`src/rtl/bus_arbiter.sv`:
```
// rtl/bus_arbiter.sv - two-master round-robin arbiter and sequencer for the bridge bus
// Outputs decode only from registered state, so no request input reaches PR_* combinationally.
module bus_arbiter #(
    parameter int READ_LATENCY = 1,
    parameter int CNT_W        = 4
) (
    input  logic        clk,
    input  logic        reset,
    input  logic        m0_req,
    input  logic        m0_we,
    input  logic [31:0] m0_addr,
    input  logic [31:0] m0_wdata,
    input  logic [3:0]  m0_byteen,
    output logic        m0_ack,
    input  logic        m1_req,
    input  logic        m1_we,
    input  logic [31:0] m1_addr,
    input  logic [31:0] m1_wdata,
    input  logic [3:0]  m1_byteen,
    output logic        m1_ack,
    output logic [31:0] rdata,
    output logic        err,
    output logic        busy,
    output logic        gnt_id,
    output logic [31:0] PR_addr,
    output logic [31:0] PR_WD,
    output logic [3:0]  PR_byteen,
    input  logic [31:0] PR_RD
);

    typedef enum logic [1:0] {S_IDLE, S_ACCESS, S_DONE} state_t;

    localparam logic [CNT_W-1:0] RD_LOAD = CNT_W'(READ_LATENCY);

    state_t            state_q, state_d;
    logic              prio_q, prio_d;
    logic              gnt_q, gnt_d;
    logic              we_q, we_d;
    logic              err_q, err_d;
    logic [31:0]       addr_q, addr_d;
    logic [31:0]       wdata_q, wdata_d;
    logic [31:0]       rdata_q, rdata_d;
    logic [3:0]        byteen_q, byteen_d;
    logic [CNT_W-1:0]  cnt_q, cnt_d;

    logic              sel;
    logic              sel_we;
    logic [31:0]       sel_addr;

    function automatic logic addr_mapped(input logic [31:0] a);
        return (a <= 32'h0000_2FFF)
            || (a >= 32'h0000_7F00 && a <= 32'h0000_7F0B)
            || (a >= 32'h0000_7F10 && a <= 32'h0000_7F1B)
            || (a >= 32'h0000_7F20 && a <= 32'h0000_7F23);
    endfunction

    // With both requesting, prio decides; otherwise the lone requester wins.
    assign sel      = (m0_req && m1_req) ? prio_q : m1_req;
    assign sel_we   = sel ? m1_we   : m0_we;
    assign sel_addr = sel ? m1_addr : m0_addr;

    always_ff @(posedge clk or posedge reset) begin
        if (reset) begin
            state_q  <= S_IDLE;
            prio_q   <= 1'b0;
            gnt_q    <= 1'b0;
            we_q     <= 1'b0;
            err_q    <= 1'b0;
            addr_q   <= '0;
            wdata_q  <= '0;
            rdata_q  <= '0;
            byteen_q <= '0;
            cnt_q    <= '0;
        end else begin
            state_q  <= state_d;
            prio_q   <= prio_d;
            gnt_q    <= gnt_d;
            we_q     <= we_d;
            err_q    <= err_d;
            addr_q   <= addr_d;
            wdata_q  <= wdata_d;
            rdata_q  <= rdata_d;
            byteen_q <= byteen_d;
            cnt_q    <= cnt_d;
        end
    end

    always_comb begin
        state_d  = state_q;
        prio_d   = prio_q;
        gnt_d    = gnt_q;
        we_d     = we_q;
        err_d    = err_q;
        addr_d   = addr_q;
        wdata_d  = wdata_q;
        rdata_d  = rdata_q;
        byteen_d = byteen_q;
        cnt_d    = cnt_q;
        case (state_q)
            S_IDLE: begin
                if (m0_req || m1_req) begin
                    gnt_d    = sel;
                    we_d     = sel_we;
                    addr_d   = sel_addr;
                    wdata_d  = sel ? m1_wdata  : m0_wdata;
                    byteen_d = sel ? m1_byteen : m0_byteen;
                    rdata_d  = '0;
                    if (addr_mapped(sel_addr)) begin
                        err_d   = 1'b0;
                        cnt_d   = sel_we ? '0 : RD_LOAD;
                        state_d = S_ACCESS;
                    end else begin
                        err_d   = 1'b1;
                        state_d = S_DONE;
                    end
                end
            end
            S_ACCESS: begin
                if (cnt_q == '0) begin
                    rdata_d = we_q ? '0 : PR_RD;
                    state_d = S_DONE;
                end else begin
                    cnt_d = cnt_q - CNT_W'(1);
                end
            end
            S_DONE: begin
                prio_d  = ~gnt_q;
                state_d = S_IDLE;
            end
            default: state_d = S_IDLE;
        endcase
    end

    assign busy      = (state_q != S_IDLE);
    assign gnt_id    = gnt_q;
    assign m0_ack    = (state_q == S_DONE) && !gnt_q;
    assign m1_ack    = (state_q == S_DONE) &&  gnt_q;
    assign rdata     = (state_q == S_DONE) ? rdata_q : '0;
    assign err       = (state_q == S_DONE) && err_q;
    assign PR_addr   = (state_q == S_ACCESS) ? addr_q : '0;
    assign PR_WD     = (state_q == S_ACCESS && we_q) ? wdata_q : '0;
    // Writes load cnt with 0, so the enables appear on the single ACCESS cycle only.
    assign PR_byteen = (state_q == S_ACCESS && we_q && cnt_q == '0) ? byteen_q : '0;

endmodule

```
`config.mk`:
```
export PLATFORM = sky130hd
export DESIGN_NAME = bus_arbiter
export DESIGN_NICKNAME = d
export VERILOG_FILES = /design/src/rtl/bus_arbiter.sv
export SDC_FILE = /design/constraint.sdc
export NUM_CORES = 1
export LEC_CHECK = 0
export CAP_MARGIN = 20
export CELL_PAD_IN_SITES_DETAIL_PLACEMENT = 1
export CELL_PAD_IN_SITES_GLOBAL_PLACEMENT = 2
export CORE_MARGIN = 2
export CORE_UTILIZATION = 20
export CTS_CLUSTER_SIZE = 12
export DETAILED_ROUTE_END_ITERATION = 8
export GPL_TIMING_DRIVEN = 0
export PLACE_DENSITY = 0.88
export SETUP_SLACK_MARGIN = 0.3
export SLEW_MARGIN = 20
export SYNTH_ARGS = -nofsm -noshare
export SYNTH_HDL_FRONTEND = slang
export SYNTH_SLANG_ARGS = --single-unit
```
`constraint.sdc`:
```
create_clock -name clk -period 3.3 [get_ports clk]
set_input_delay 0.66 -clock clk [delete_from_list [all_inputs] [get_ports clk]]
set_output_delay 0.66 -clock clk [all_outputs]
set_load 0.02 [all_outputs]
```
==> impl_results.md, run 1 <==
* Worst hold-check path type: flop to flop
* Number of enable flip-flop cells after synthesis at 0
* Number of buffers created by CTS at 9
* Main area contributors after synthesis: sky130_fd_sc_hd__dfrtp_1 (48%), sky130_fd_sc_hd__nand2_1 (13%), sky130_fd_sc_hd__and2_1 (7.8%)
* Post-Route WL at 24,500 um
* List of cells traversed by the critical path: nor2b_4 > clkbuf_8 > buf_2 > and2_1 > clkdlybuf4s50_1
* Critical path's slowest cell: sky130_fd_sc_hd__clkdlybuf4s50_1
* Number of diodes added for antenna fixing at 0
* Peak supply drop at 0.195 mV
* DIE HEIGHT at 173 um
* Relative slew slack at 51.9%
* Yosys top cell area share at 48.0%
* Most area-hungry cell type in the Yosys netlist: sky130_fd_sc_hd__dfrtp_1
* I/O Buffers at 278
* RSZ-0062 raised after global routing: no
* Std-Cell Core Area at 0.0280 mm2
* Cells after Synth at 716
* Family with the most delay on the worst path: buffers and inverters
* Status: completed
* Final count of hold timing violations at 0
* Critical Path Sink Type: primary output
* Register clock-pin slew on the reported worst setup and hold paths at 0.08 ns
* Timing-limited maximum frequency at 346 MHz
* Syn avg cell area at 8.00 um2
* Post-layout worst setup margin at 0.412 ns
* Share of flip-flops with an asynchronous set or reset at 100%
* Setup_tns at 0 ns
* Unique cell type count in the Yosys netlist at 41
* Total global routing track utilization at 16.2%
* Drt first pass iters at 6
* Number of synthesized register bits at 110
* Htree depth at 3
* Proportion of layout cells with a drive suffix above 1 at 4.65%
* Number of warnings printed during yosys synthesis at 0
* Number of ports placed on the die boundary at 279
* Vias per cell at 4.43
* Sequential cell area in the final layout at 0.00275 mm2
* Worst setup path class: flop to primary output
* Max Slew Vio Count at 0
* Half-perimeter wire length after placement at 19,300 um
* Full die area at 0.0300 mm2
* Required time worst endpoint at 2.64 ns
* GRT Residual Overflow at 0
* Post-synth net total at 891
* CTS tree: built
* Vias at 6,153
* Crit path time final at 2.89 ns
* Setup slack after placement at -0.139 ns
* Antenna viol nets, final at 0
* DR WL/cell at 17.6 um
* Nature of the critical path startpoint: flop
* Clock tree root buffer cell: sky130_fd_sc_hd__clkbuf_16
* Standby leakage power at 4.44 nW
* Vias in the first global route at 6,656
* Data arrival time of the critical path at 2.23 ns
* Final Power at 0.00353 W
* Top_reg_cell synth: sky130_fd_sc_hd__dfrtp_1
* Total buffers and inverters traversed by the critical path at 3
* Crit-path max FO at 10
* Wire length of the first global-routing pass at 38,300 um
* GP Congestion at 0.795
* Power per standard cell area at 374 mW/mm2
* Final Core Density at 33.7%
* Area growth syn-to-layout at 64.6%
* FILL cells at 3,374
* Number of antenna violations at the first check in global routing at 0
* Endpoints failing setup at 0
* Portion of the post-synthesis area used by sequential elements at 48.0%
* Maximum buffer depth of the clock tree at 2
* Net total in the final layout at 1,183
* Slew at the pin closest to its max-slew limit at 0.722 ns
* Initial core utilization at 20.5%
* Count of maximum capacitance violations at 0
* Maximum number of pins on one net before global-route repair at 33
* # DRC at 0
* Number of DRC markers after the initial detailed-route iteration at 155
* Critical path's largest stage delay at 0.61 ns
* Width of the die at 173 um
* Clk Latency, worst-skew pair at 0.35 ns
* FP Rows at 61
* Area used by multi-input combinational logic at 0.00277 mm2
* Number of sinks driven by the clock tree at 110
* Final clock skew at 0.0142 ns
* Cell area after synthesis at 0.00573 mm2
* Final period util at 87.5%
[power by group]
part           total (W)  internal, W  switching, W
Combinational   0.000850     0.000390      0.000460
Clock            0.00103     0.000508      0.000521
Sequential       0.00165      0.00154      0.000110
Total            0.00353      0.00244       0.00109
[worst paths after layout]
| path | from | to | slack (ns) | cells past startpoint |
|---|---|---|---|---|
| setup / recovery | state_q[0] | PR_addr[1] | 0.41 | 5 |
| hold / removal | rdata_q[23] | rdata_q[23] | 0.47 | 2 |
| setup reg to reg | state_q[0] | addr_q[21] | 0.96 | 5 |
| hold reg to reg | rdata_q[23] | rdata_q[23] | 0.47 | 2 |
| max in group asynchronous | reset | wdata_q[9] | 1.77 | 4 |
| min in group asynchronous | reset | addr_q[22] | 0.72 | 2 |
[synthesized netlist by cell type, types with 2 or more instances]
master	count
sky130_fd_sc_hd__a21oi_1	3
sky130_fd_sc_hd__a221oi_1	3
sky130_fd_sc_hd__a31oi_1	69
sky130_fd_sc_hd__and2_1	71
sky130_fd_sc_hd__and3_1	34
sky130_fd_sc_hd__buf_1	2
sky130_fd_sc_hd__buf_2	11
sky130_fd_sc_hd__clkbuf_1	39
sky130_fd_sc_hd__dfrtp_1	110
sky130_fd_sc_hd__inv_1	5
sky130_fd_sc_hd__nand2_1	205
sky130_fd_sc_hd__nand2b_1	2
sky130_fd_sc_hd__nand3_1	2
sky130_fd_sc_hd__nor2_1	79
sky130_fd_sc_hd__nor2b_1	3
sky130_fd_sc_hd__nor3_1	4
sky130_fd_sc_hd__nor4_1	11
sky130_fd_sc_hd__o21a_1	2
sky130_fd_sc_hd__o21ai_0	11
sky130_fd_sc_hd__o21ai_1	24
sky130_fd_sc_hd__or2_1	3
sky130_fd_sc_hd__or3_1	3
sky130_fd_sc_hd__xnor2_1	2
[sequential cells by signal (all words and copies together), names as in the netlist]
name and cells:
addr_q 32, we_q 1, state_q 2, prio_q 1, byteen_q 4, err_q 1, rdata_q 32, wdata_q 32
gnt_id 1, cnt_q 4
[kinds of logic after synthesis]
| group | share of synthesized area (%) |
|---|---|
| AND/OR/NAND/NOR | 34.2 |
| AO/OA/AOI/OAI | 12.7 |
| flip-flops | 48.0 |
| buffers and inverters | 4.17 |
| XOR/XNOR | 0.459 |
| multiplexers | 0.175 |
| adder cells (fa/ha/maj) | 0.218 |
[worst min-delay path, stage by stage, from the launching register on]
cell                      delay, ns
sky130_fd_sc_hd__dfrtp_1       0.33
sky130_fd_sc_hd__nand2_1       0.04
sky130_fd_sc_hd__o21ai_0       0.06
[per-layer routing]
metal	up-vias	share of wire [%]	global-route usage (%)	wire length, um
li1	2971	-	-	-
met1	2967	44	20.4	10800
met4	0	1.7	4.20	405
met5	-	0	0	0
met3	22	4.8	3.36	1170
met2	193	49	28.4	12100
[final cells by class]
| type | count | share of cell area (%) |
|---|---|---|
| buffer | 53 | 2.56 |
| inverter | 5 | 0.239 |
| clock buffer | 11 | 2.47 |
| clock inverter | 3 | 0.252 |
| sequential | 110 | 29.2 |
| tap | 378 | 5.01 |
| multi-input combinational | 548 | 29.4 |
| timing repair buffer | 281 | 30.9 |
[per-stage QoR]
step	std cells	cell area [um2]	hold slack (ns)
after CTS	1389	9340	0.481
after global routing	1389	9430	0.504
final	1389	9430	0.471
after global placement	1372	8990	0.455
after floorplan	716	5730	0.442
after detailed placement	1375	9050	0.466
[what timing repair did]
action,4_1_cts,5_1_grt
setup endpoints to repair,97,84
setup buffers,0,0
hold buffers,0,0
resized for setup,21,40
[layout by cell type (no fill, tap or decap), types with 2 or more instances in the layout]
cell type                         Yosys  routed
sky130_fd_sc_hd__o21ai_0             11      11
sky130_fd_sc_hd__nor4_1              11      11
sky130_fd_sc_hd__nand2b_1             2       2
sky130_fd_sc_hd__clkdlybuf4s50_1      0     240
sky130_fd_sc_hd__buf_1                2       2
sky130_fd_sc_hd__nand2_1            205     205
sky130_fd_sc_hd__a21oi_1              3       3
sky130_fd_sc_hd__dlygate4sd2_1        0       6
sky130_fd_sc_hd__clkbuf_1            39      33
sky130_fd_sc_hd__a31oi_1             69      69
sky130_fd_sc_hd__clkbuf_16            0       9
sky130_fd_sc_hd__or2_1                3       3
sky130_fd_sc_hd__o21a_1               2       2
sky130_fd_sc_hd__buf_12               0       3
sky130_fd_sc_hd__nor2b_4              0       2
sky130_fd_sc_hd__nand3_1              2       2
sky130_fd_sc_hd__clkbuf_2             0       3
sky130_fd_sc_hd__and2_1              71      71
sky130_fd_sc_hd__nor2_1              79      79
sky130_fd_sc_hd__o21ai_2              1       2
sky130_fd_sc_hd__inv_1                5       4
sky130_fd_sc_hd__dlymetal6s2s_1       0      32
sky130_fd_sc_hd__a221oi_1             3       3
sky130_fd_sc_hd__o21ai_1             24      23
sky130_fd_sc_hd__xnor2_1              2       2
sky130_fd_sc_hd__or3_1                3       3
sky130_fd_sc_hd__nor3_1               4       4
sky130_fd_sc_hd__buf_2               11      14
sky130_fd_sc_hd__clkinvlp_4           0       3
sky130_fd_sc_hd__and3_1              34      33
sky130_fd_sc_hd__dfrtp_1            110     109
No activity file was read; power rests on OpenSTA's default activity.
==> run 2, diff against run 1 <==
Settings changed: CORE_MARGIN 2 to unset, SETUP_SLACK_MARGIN 0.3 to unset.
==> impl_results.md, run 2 (synthesis gave the netlist of run 1 again) <==
* Number of cells upsized or downsized after cts at 10
* GRT Residual Overflow at 0
* Register clock-pin slew on the reported worst setup and hold paths at 0.08 ns
* Setup slack after placement at -0.254 ns
* Standby leakage power at 3.82 nW
* Vias per cell at 4.43
* Post-layout worst setup margin at 0.135 ns
* Number of DRC markers after the initial detailed-route iteration at 289
* Critical path's slowest cell: sky130_fd_sc_hd__clkdlybuf4s50_1
* DIE HEIGHT at 171 um
* Antenna viol nets, final at 0
* Crit path time final at 3.16 ns
* Final period util at 95.9%
* Total instance count after detailed placement at 1,376
* Total buffers and inverters traversed by the critical path at 2
* Width of the die at 171 um
* Vias in the first global route at 6,437
* Biggest registers after layout: addr_q: 32 flops, rdata_q: 32 flops, wdata_q: 32 flops
* CTS Hold Bufs at 0
* Required time worst endpoint at 2.64 ns
* CTS tree: built
* Worst hold slack at 0.477 ns
* Min-Delay Startpoint: rdata_q[31]
* Sequential power share at 44.7%
* Switching power at 0.00111 W
* Worst R2R Start: state_q[0]
* Start point of the critical path: state_q[0]
* Full die area at 0.0293 mm2
* Vias at 6,167
* Wire length of the first global-routing pass at 36,800 um
* Family with the most delay on the worst path: buffers and inverters
* Proportion of layout cells with a drive suffix above 1 at 4.64%
* # DRC at 0
* Critical Path Sink Type: primary output
* Crit-path max FO at 10
* Clock network fraction of total power at 32.1%
* Nature of the critical path startpoint: flop
* Clk Latency, worst-skew pair at 0.35 ns
* Count of maximum capacitance violations at 0
* Number of antenna violations at the first check in global routing at 1
* Slew at the pin closest to its max-slew limit at 0.785 ns
* Most common cell after layout, fill and taps aside: sky130_fd_sc_hd__clkdlybuf4s50_1
* Maximum buffer depth of the clock tree at 2
* Net total in the final layout at 1,184
* Peak supply drop at 0.202 mV
* Met3 Resource Use GR at 3.75%
* Int Power at 0.00257 W
* Logic gate share of total power at 23.2%
* Std-Cell Core Area at 0.0280 mm2
* DR WL/cell at 17.3 um
* Number of ports placed on the die boundary at 279
* Setup Buffers After CTS at 0
* Max Slew Vio Count at 0
* Fraction of met2 tracks used by global routing at 28.2%
* Critical path's largest stage delay at 0.64 ns
* Most frequent cells in the layout: sky130_fd_sc_hd__clkdlybuf4s50_1 (278), sky130_fd_sc_hd__nand2_1 (205), sky130_fd_sc_hd__dfrtp_1 (110)
* Count of placed standard cells in the final layout, fillers left out at 1,393
* Post-Route WL at 24,100 um
* Drt first pass iters at 4
* Total global routing track utilization at 16.6%
* Endpoints failing setup at 0
* Status: completed
* Timing-limited maximum frequency at 316 MHz
* Relative slew slack at 47.7%
* Final count of hold timing violations at 0
* Sw Share at 30.1%
* RSZ-0062 raised after global routing: no
* Worst setup path class: flop to primary output
* List of cells traversed by the critical path: nor2b_1 > clkbuf_1 > and2_1 > clkdlybuf4s50_1
* Final Core Density at 33.6%
* Met1 demand-to-capacity share in global routing at 20.7%
* Maximum number of pins on one net before global-route repair at 30
* Number of sinks driven by the clock tree at 110
* Number of buffers created by CTS at 9
* Final clock skew at 0.0111 ns
* Initial core utilization at 20.5%
* GP Congestion at 0.833
* Final Power at 0.00368 W
* Worst hold-check path type: flop to flop
* Half-perimeter wire length after placement at 18,900 um
* FP Rows at 61
* Routing layer with the top usage in global route: met2
* Htree depth at 3
* Power per standard cell area at 390 mW/mm2
* Data arrival time of the critical path at 2.50 ns
* I/O Buffers at 278
* Area growth syn-to-layout at 64.3%
* Clock tree root buffer cell: sky130_fd_sc_hd__clkbuf_16
-- run 2: cell count changes in the layout (fill, tap and decap cells not counted), moves of 2 or more --
| cell | delta |
|---|---|
| sky130_fd_sc_hd__dlymetal6s2s_1 | -32 |
| sky130_fd_sc_hd__clkdlybuf4s50_1 | +38 |
| sky130_fd_sc_hd__nor2b_4 | -2 |
| sky130_fd_sc_hd__dlygate4sd2_1 | -6 |
| sky130_fd_sc_hd__buf_2 | -3 |
-- run 2: layer usage --
| metal | up-vias | part of all wire [%] |
|---|---|---|
| met1 | 2955 | 44 |
| li1 | 2983 | - |
| met2 | 205 | 48 |
| met5 | - | 0 |
| met3 | 24 | 6.4 |
| met4 | 0 | 1.9 |
-- run 2: layout make-up --
| type | instances | area, um2 |
|---|---|---|
| repair buffers | 282 | 2870 |
| multi-input cells | 548 | 2750 |
| well taps | 378 | 473 |
| flip-flops and latches | 110 | 2750 |
| plain buffers | 53 | 233 |
| fillers | 3362 | 18600 |
| clock buffers | 12 | 256 |
| clock inverters | 4 | 55.1 |
| inverters | 5 | 22.5 |
| diodes | 1 | 2.50 |
-- run 2: per-stage QoR --
step                cell area [um2]  setup TNS (ns)
detailed placement             9080           -2.49
floorplan                      5730               0
finish                         9420               0
global route                   9420               0
global placement               8990           -2.68
CTS                            9410               0
-- run 2: power groups by stage --
stage	sequential (W)	combinational (W)	clock, W
2_1_floorplan	0.00164	0.000436	0
3_3_place_gp	0.00167	0.000837	0
6_report	0.00164	0.000851	0.00118
4_1_cts	0.00165	0.000870	0.00122
5_1_grt	0.00167	0.000952	0.00127
3_5_place_dp	0.00168	0.000867	0
-- run 2: worst reg2reg max path, stage by stage (launching register included) --
cell	delay, ns
sky130_fd_sc_hd__dfrtp_1	0.43
sky130_fd_sc_hd__or2_1	0.30
sky130_fd_sc_hd__nor2_1	0.41
sky130_fd_sc_hd__buf_2	0.36
sky130_fd_sc_hd__clkbuf_1	0.47
sky130_fd_sc_hd__a31oi_1	0.18
-- run 2: path summary, 6_finish.rpt --
path                                to  slack (ns)  cells after the start
setup / recovery             rdata[28]        0.14                      4
hold / removal             rdata_q[31]        0.48                      2
setup reg to reg            addr_q[21]        1.00                      5
hold reg to reg            rdata_q[31]        0.48                      2
max in group asynchronous  byteen_q[2]        1.91                      4
min in group asynchronous   addr_q[30]        0.65                      2
